===== src/rtl/cordic_vectoring.sv =====
// Vectoring-mode CORDIC: converts a Q3.29 Cartesian vector (x, y) into its
// magnitude and atan2(y, x) angle, one micro-rotation per clock.
module cordic_vectoring #(
  parameter int unsigned ITER      = 30,
  parameter int unsigned COMP_GAIN = 1
) (
  input  logic               clk,
  input  logic               rst,
  input  logic signed [31:0] x_in,
  input  logic signed [31:0] y_in,
  input  logic               in_valid,
  output logic               in_ready,
  output logic signed [31:0] magnitude,
  output logic signed [31:0] angle,
  output logic               out_valid,
  input  logic               out_ready
);

  localparam int unsigned W  = 32;
  localparam int unsigned IW = 5;

  localparam logic [2:0] S_IDLE   = 3'd0;
  localparam logic [2:0] S_PREROT = 3'd1;
  localparam logic [2:0] S_ITER   = 3'd2;
  localparam logic [2:0] S_GAIN   = 3'd3;
  localparam logic [2:0] S_DONE   = 3'd4;

  localparam logic signed [W-1:0]   POS_HALF_PI = 32'sh3243F6A8;
  localparam logic signed [W-1:0]   NEG_HALF_PI = 32'shCDBC0958;
  localparam logic signed [2*W-1:0] INV_K       = 64'sd326016437;
  localparam logic signed [2*W-1:0] GAIN_RND    = 64'sd268435456;
  localparam logic [IW-1:0]         LAST_ITER   = IW'(ITER - 1);

  // atan(2^-i) * 2^29, same contents as the shared arctan table
  function automatic logic signed [W-1:0] atan_lut(input logic [IW-1:0] idx);
    logic signed [W-1:0] v;
    case (idx)
      5'd0:  v = 32'sd421657428;
      5'd1:  v = 32'sd248918915;
      5'd2:  v = 32'sd131521918;
      5'd3:  v = 32'sd66762579;
      5'd4:  v = 32'sd33510843;
      5'd5:  v = 32'sd16771758;
      5'd6:  v = 32'sd8387925;
      5'd7:  v = 32'sd4194219;
      5'd8:  v = 32'sd2097141;
      5'd9:  v = 32'sd1048575;
      5'd10: v = 32'sd524288;
      5'd11: v = 32'sd262144;
      5'd12: v = 32'sd131072;
      5'd13: v = 32'sd65536;
      5'd14: v = 32'sd32768;
      5'd15: v = 32'sd16384;
      5'd16: v = 32'sd8192;
      5'd17: v = 32'sd4096;
      5'd18: v = 32'sd2048;
      5'd19: v = 32'sd1024;
      5'd20: v = 32'sd512;
      5'd21: v = 32'sd256;
      5'd22: v = 32'sd128;
      5'd23: v = 32'sd64;
      5'd24: v = 32'sd32;
      5'd25: v = 32'sd16;
      5'd26: v = 32'sd8;
      5'd27: v = 32'sd4;
      5'd28: v = 32'sd2;
      5'd29: v = 32'sd1;
      default: v = 32'sd0;
    endcase
    return v;
  endfunction

  logic [2:0]          state_q, state_d;
  logic signed [W-1:0] x_q, x_d;
  logic signed [W-1:0] y_q, y_d;
  logic signed [W-1:0] z_q, z_d;
  logic [IW-1:0]       iter_q, iter_d;
  logic                zero_q, zero_d;
  logic signed [W-1:0] mag_q, mag_d;
  logic signed [W-1:0] ang_q, ang_d;
  logic                out_valid_q, out_valid_d;

  logic signed [W-1:0]   x_sh_c, y_sh_c, atan_c;
  logic signed [W-1:0]   x_rot_c, y_rot_c, z_rot_c;
  logic signed [2*W-1:0] prod_c;
  logic signed [W-1:0]   gain_c;

  // One micro-rotation driving y toward zero
  always_comb begin
    x_sh_c = x_q >>> iter_q;
    y_sh_c = y_q >>> iter_q;
    atan_c = atan_lut(iter_q);
    if (!y_q[W-1]) begin
      x_rot_c = x_q + y_sh_c;
      y_rot_c = y_q - x_sh_c;
      z_rot_c = z_q + atan_c;
    end else begin
      x_rot_c = x_q - y_sh_c;
      y_rot_c = y_q + x_sh_c;
      z_rot_c = z_q - atan_c;
    end
  end

  // Rounded 1/K gain compensation
  always_comb begin
    prod_c = 64'(x_q) * INV_K;
    gain_c = 32'((prod_c + GAIN_RND) >>> 29);
  end

  always_ff @(posedge clk) begin
    if (!rst) begin
      state_q     <= S_IDLE;
      x_q         <= '0;
      y_q         <= '0;
      z_q         <= '0;
      iter_q      <= '0;
      zero_q      <= 1'b0;
      mag_q       <= '0;
      ang_q       <= '0;
      out_valid_q <= 1'b0;
    end else begin
      state_q     <= state_d;
      x_q         <= x_d;
      y_q         <= y_d;
      z_q         <= z_d;
      iter_q      <= iter_d;
      zero_q      <= zero_d;
      mag_q       <= mag_d;
      ang_q       <= ang_d;
      out_valid_q <= out_valid_d;
    end
  end

  always_comb begin
    state_d     = state_q;
    x_d         = x_q;
    y_d         = y_q;
    z_d         = z_q;
    iter_d      = iter_q;
    zero_d      = zero_q;
    mag_d       = mag_q;
    ang_d       = ang_q;
    out_valid_d = out_valid_q;
    case (state_q)
      S_IDLE: begin
        if (in_valid) begin
          x_d     = x_in;
          y_d     = y_in;
          z_d     = '0;
          zero_d  = (x_in == '0) && (y_in == '0);
          state_d = S_PREROT;
        end
      end
      S_PREROT: begin
        // Fold left half-plane into right half; y == 0 takes +pi/2 so -x axis gives +pi
        iter_d  = '0;
        state_d = S_ITER;
        if (x_q[W-1]) begin
          if (!y_q[W-1]) begin
            x_d = y_q;
            y_d = -x_q;
            z_d = POS_HALF_PI;
          end else begin
            x_d = -y_q;
            y_d = x_q;
            z_d = NEG_HALF_PI;
          end
        end
      end
      S_ITER: begin
        x_d    = x_rot_c;
        y_d    = y_rot_c;
        z_d    = z_rot_c;
        iter_d = IW'(iter_q + 1'b1);
        if (iter_q == LAST_ITER) begin
          if (COMP_GAIN != 0) begin
            state_d = S_GAIN;
          end else begin
            state_d     = S_DONE;
            mag_d       = zero_q ? '0 : x_rot_c;
            ang_d       = zero_q ? '0 : z_rot_c;
            out_valid_d = 1'b1;
          end
        end
      end
      S_GAIN: begin
        state_d     = S_DONE;
        mag_d       = zero_q ? '0 : gain_c;
        ang_d       = zero_q ? '0 : z_q;
        out_valid_d = 1'b1;
      end
      S_DONE: begin
        if (out_ready) begin
          out_valid_d = 1'b0;
          state_d     = S_IDLE;
        end
      end
      default: begin
        state_d     = S_IDLE;
        out_valid_d = 1'b0;
      end
    endcase
  end

  assign in_ready  = rst && (state_q == S_IDLE);
  assign magnitude = mag_q;
  assign angle     = ang_q;
  assign out_valid = out_valid_q;

endmodule


===== config.mk =====
export PLATFORM = sky130hd
export DESIGN_NAME = cordic_vectoring
export DESIGN_NICKNAME = d
export VERILOG_FILES = /design/src/rtl/cordic_vectoring.sv
export SDC_FILE = /design/constraint.sdc
export NUM_CORES = 2
export LEC_CHECK = 0
export ABC_AREA = 1
export BUFFER_PORTS_ARGS = -buffer_cell sky130_fd_sc_hd__buf_2
export CORE_ASPECT_RATIO = 0.8
export CORE_MARGIN = 2
export CORE_UTILIZATION = 50
export DETAILED_ROUTE_END_ITERATION = 7
export PLACE_DENSITY_LB_ADDON = 0.1
export SLEW_MARGIN = 20
export SYNTH_ARGS = -nofsm -noshare
export SYNTH_HDL_FRONTEND = slang
export SYNTH_SLANG_ARGS = --single-unit

===== constraint.sdc =====
create_clock -name clk -period 14.5 [get_ports clk]
set_input_delay 1.45 -clock clk [delete_from_list [all_inputs] [get_ports clk]]
set_output_delay 1.45 -clock clk [all_outputs]
set_load 0.05 [all_outputs]

==> reports/metrics.csv <==
stage,metric,value,unit
sta,slew at the pin closest to its max-slew limit,1.17,ns
yosys,number of enable flip-flop cells after synthesis,0,
clock_network,CTS tree,yes,
route,drt first pass iters,6,
clock_network,worst skew pair latency,0.53,ns
floorplanning,Chip Width,319,microns
route,metal3 WL,15800,microns
setup_path,Worst Setup EP,magnitude[17],
setup_path,CP Cell Sequence,inv_1 -> ha_1 -> inv_1 -> fa_1 -> inv_1 -> fa_1 -> fa_1 -> fa_1 -> fa_1 -> fa_1 -> inv_1 -> fa_1 -> inv_1 -> ha_1 -> nand2_1 -> nor2_1 -> inv_1 -> nor2_1 -> nand3_1 -> o311ai_0 -> a21oi_1 -> o21ai_0 -> a21oi_1,
setup_path,critical path arrival,8.91,ns
finish,fin nets,6597,
yosys,Async SR Flop Fraction,0,
job,max-cap viol count,0,
grt,largest net degree at the start of global routing,96,
yosys,Mean Syn Cell Area,7.15,sq um
floorplanning,Die ar.,81900,sq um
clock_network,clock slew at reported path FFs,0.10,ns
route,Max Used Layer,met4,
route,routed len/inst,22.5,microns
setup_path,FF-to-FF End,magnitude[17],
grt,vias in the first global route,35000,
sta,worst slew margin relative to its limit,0.213,
setup_path,r2r setup slk,5.97,ns
sta,final worst slack,5.97,ns
placement,HPWL after detailed placement,125000,microns
route,metal2 WL,58500,microns
sta,Worst Skew,0.0259,ns
clock_network,CTS Hold Buffers Added,0,
floorplanning,total core area,78700,sq um
floorplanning,Initial Utilization,0.505,
sta,Hold Fails Final Rpt,0,
clock_network,CTS max path bufs,2,
setup_path,"Req. time, crit path",14.88,ns
hold_path,worst hold path class,reg -> reg,
setup_path,Critical Path Slowest Stage Cell,o311ai_0,
sta,count of final setup violators,0,
route,Routed Antenna Nets,0,
placement,Port Buffers,133,
yosys,synth cell count leaders,"inv_1, nand2_1, fa_1, a21oi_1, ha_1",
grt,grt total ovfl,0,
hold_path,worst hold start,angle[20],
sta,max-slew violation count,0,
placement,Placer Congestion,1.03,
route,initial drt markers,4538,
yosys,"Distinct cells, synth",60,
setup_path,FF-to-FF Start,x_q[10],
clock_network,total clock sinks,199,
yosys,Post-Syn Nets,6578,
setup_path,CP max FO,10,
yosys,sequential area share after synthesis,0.100,
setup_path,"most used cell, CP",fa_1,
clock_network,H-tree Lvls,4,
clock_network,post-CTS setup buffers,0,
finish,area delta synth->final,5.31,%
setup_path,CP Capture Type,flop,
yosys,Synth top area share,0.242,
sta,Setup TNS Final,0,ns
yosys,ys flop type,dfxtp_1,
clock_network,post-CTS resize count,0,
finish,share of layout cells above drive strength 1,0.0561,
route,Total Wirelength,149000,microns
route,routed vias,37800,
floorplanning,std cell rows,92,
grt,Total GRT Usage,0.364,
clock_network,TritonCTS Buffers,17,
sta,Tmin final,8.53,ns
yosys,top post-synthesis cells by area,"fa_1, ha_1, inv_1",
sta,fmax,117,MHz
yosys,most frequent cell after synthesis,inv_1,
setup_path,Worst setup startpoint,x_q[10],
setup_path,CP Class,reg -> reg,
setup_path,worst r2r path cells,23,
setup_path,worst stage delay on the critical path,0.85,ns
yosys,Synth Register Bits,199,
grt,first-pass GRT wire length,225000,microns
clock_network,root buffer cell,clkbuf_16,
floorplanning,Die H,256,microns
sta,period utilization,0.588,
yosys,YS warnings,0,
route,DR vias/cell,5.70,
grt,initial antenna violation count,0,
placement,Placement Setup Slack,6.30,ns
finish,# diodes,0,
yosys,Mapped Area,39800,sq um
route,DRC,0,
outcome,status,"finished, final reports clean",
yosys,cell taking the most area after synthesis,fa_1,
route,WL met1,71800,microns
floorplanning,# IOs,134,
setup_path,Setup crit start kind,flop,
sta,unrepaired setup endpoints after global routing,no,
yosys,Cells after Synth,5563,
-- critical path, delay by kind of cell (launching register included) --
family          cells  cell delay [ns]
compound gates      4             1.24
fa+ha+maj           9             4.77
buf+inv             6             0.68
flops               1             0.79
simple gates        4             0.90
-- registers in the layout, summed over array words and instances (netlist names) --
signal,flops
z_q,32
x_q,32
zero_q,1
iter_q,5
state_q,3
angle,32
out_valid,1
atan_c,29
y_q,32
magnitude,32
-- cells in the final DEF, fill, tap and decap left out, types with 14 or more instances in the layout --
master,count
nand3_1,367
nor4_1,31
o211ai_1,24
a21o_1,16
nor2_1,357
inv_1,1129
a31oi_1,79
o21a_1,18
nand2_2,15
o21ai_0,336
a21oi_1,472
dfxtp_1,194
nand2_1,977
o21ai_1,42
ha_1,466
nand4_1,32
buf_4,33
xnor2_1,46
buf_2,133
or2_2,22
xor2_1,80
fa_1,481
o21bai_1,14
nor3_1,27
inv_2,16
clkbuf_16,17
o221ai_1,14
-- area by class of cell --
class / instances / area (sq um)
fillers: 7991 / 36800
clock inverters: 15 / 224
repair buffers: 166 / 913
multi-input cells: 4047 / 30700
clock buffers: 17 / 425
flip-flops and latches: 199 / 4000
well taps: 1034 / 1290
inverters: 1151 / 4330
-- metrics by stage --
step	instances	hold WS (ns)	utilization	instance area, sq um
CTS	6629	0.469	0.532	41900
detailed placement	6597	0.454	0.524	41300
global route	6629	0.484	0.532	41900
finish	6629	0.466	0.532	41900
floorplan	5563	0.441	-	39800
global placement	6597	0.449	0.524	41300
-- kinds of logic (layout without fill, tap and decap cells) --
group / Yosys count / count (layout) / share of synthesized area
AOI/OAI and AO/OA: 1088 / 1088 / 0.152
and+or+nand+nor: 1886 / 1886 / 0.204
DFF: 199 / 199 / 0.100
adders and majority gates: 947 / 947 / 0.389
buffers and inverters: 1317 / 1349 / 0.128
xor gates and xnor gates: 126 / 126 / 0.0277
-- per-layer routing --
metal  vias to the layer above  track usage
met5                         -            0
met4                         0       0.0731
met3                       121       0.0750
met2                      1672        0.490
met1                     18100        0.586
li1                      17900            -
-- how the worst min path moves through the flow --
stage	endpoint	cells past startpoint	slack, ns
5_1_grt	angle[1]	2	0.48
2_1_floorplan	angle[0]	2	0.44
4_1_cts	magnitude[8]	2	0.47
3_3_place_gp	magnitude[8]	2	0.45
3_5_place_dp	magnitude[19]	2	0.45
6_report	angle[20]	2	0.47
Power is not shown: default switching activity piles up to over one toggle a cycle in this logic, so the estimate is an artifact.
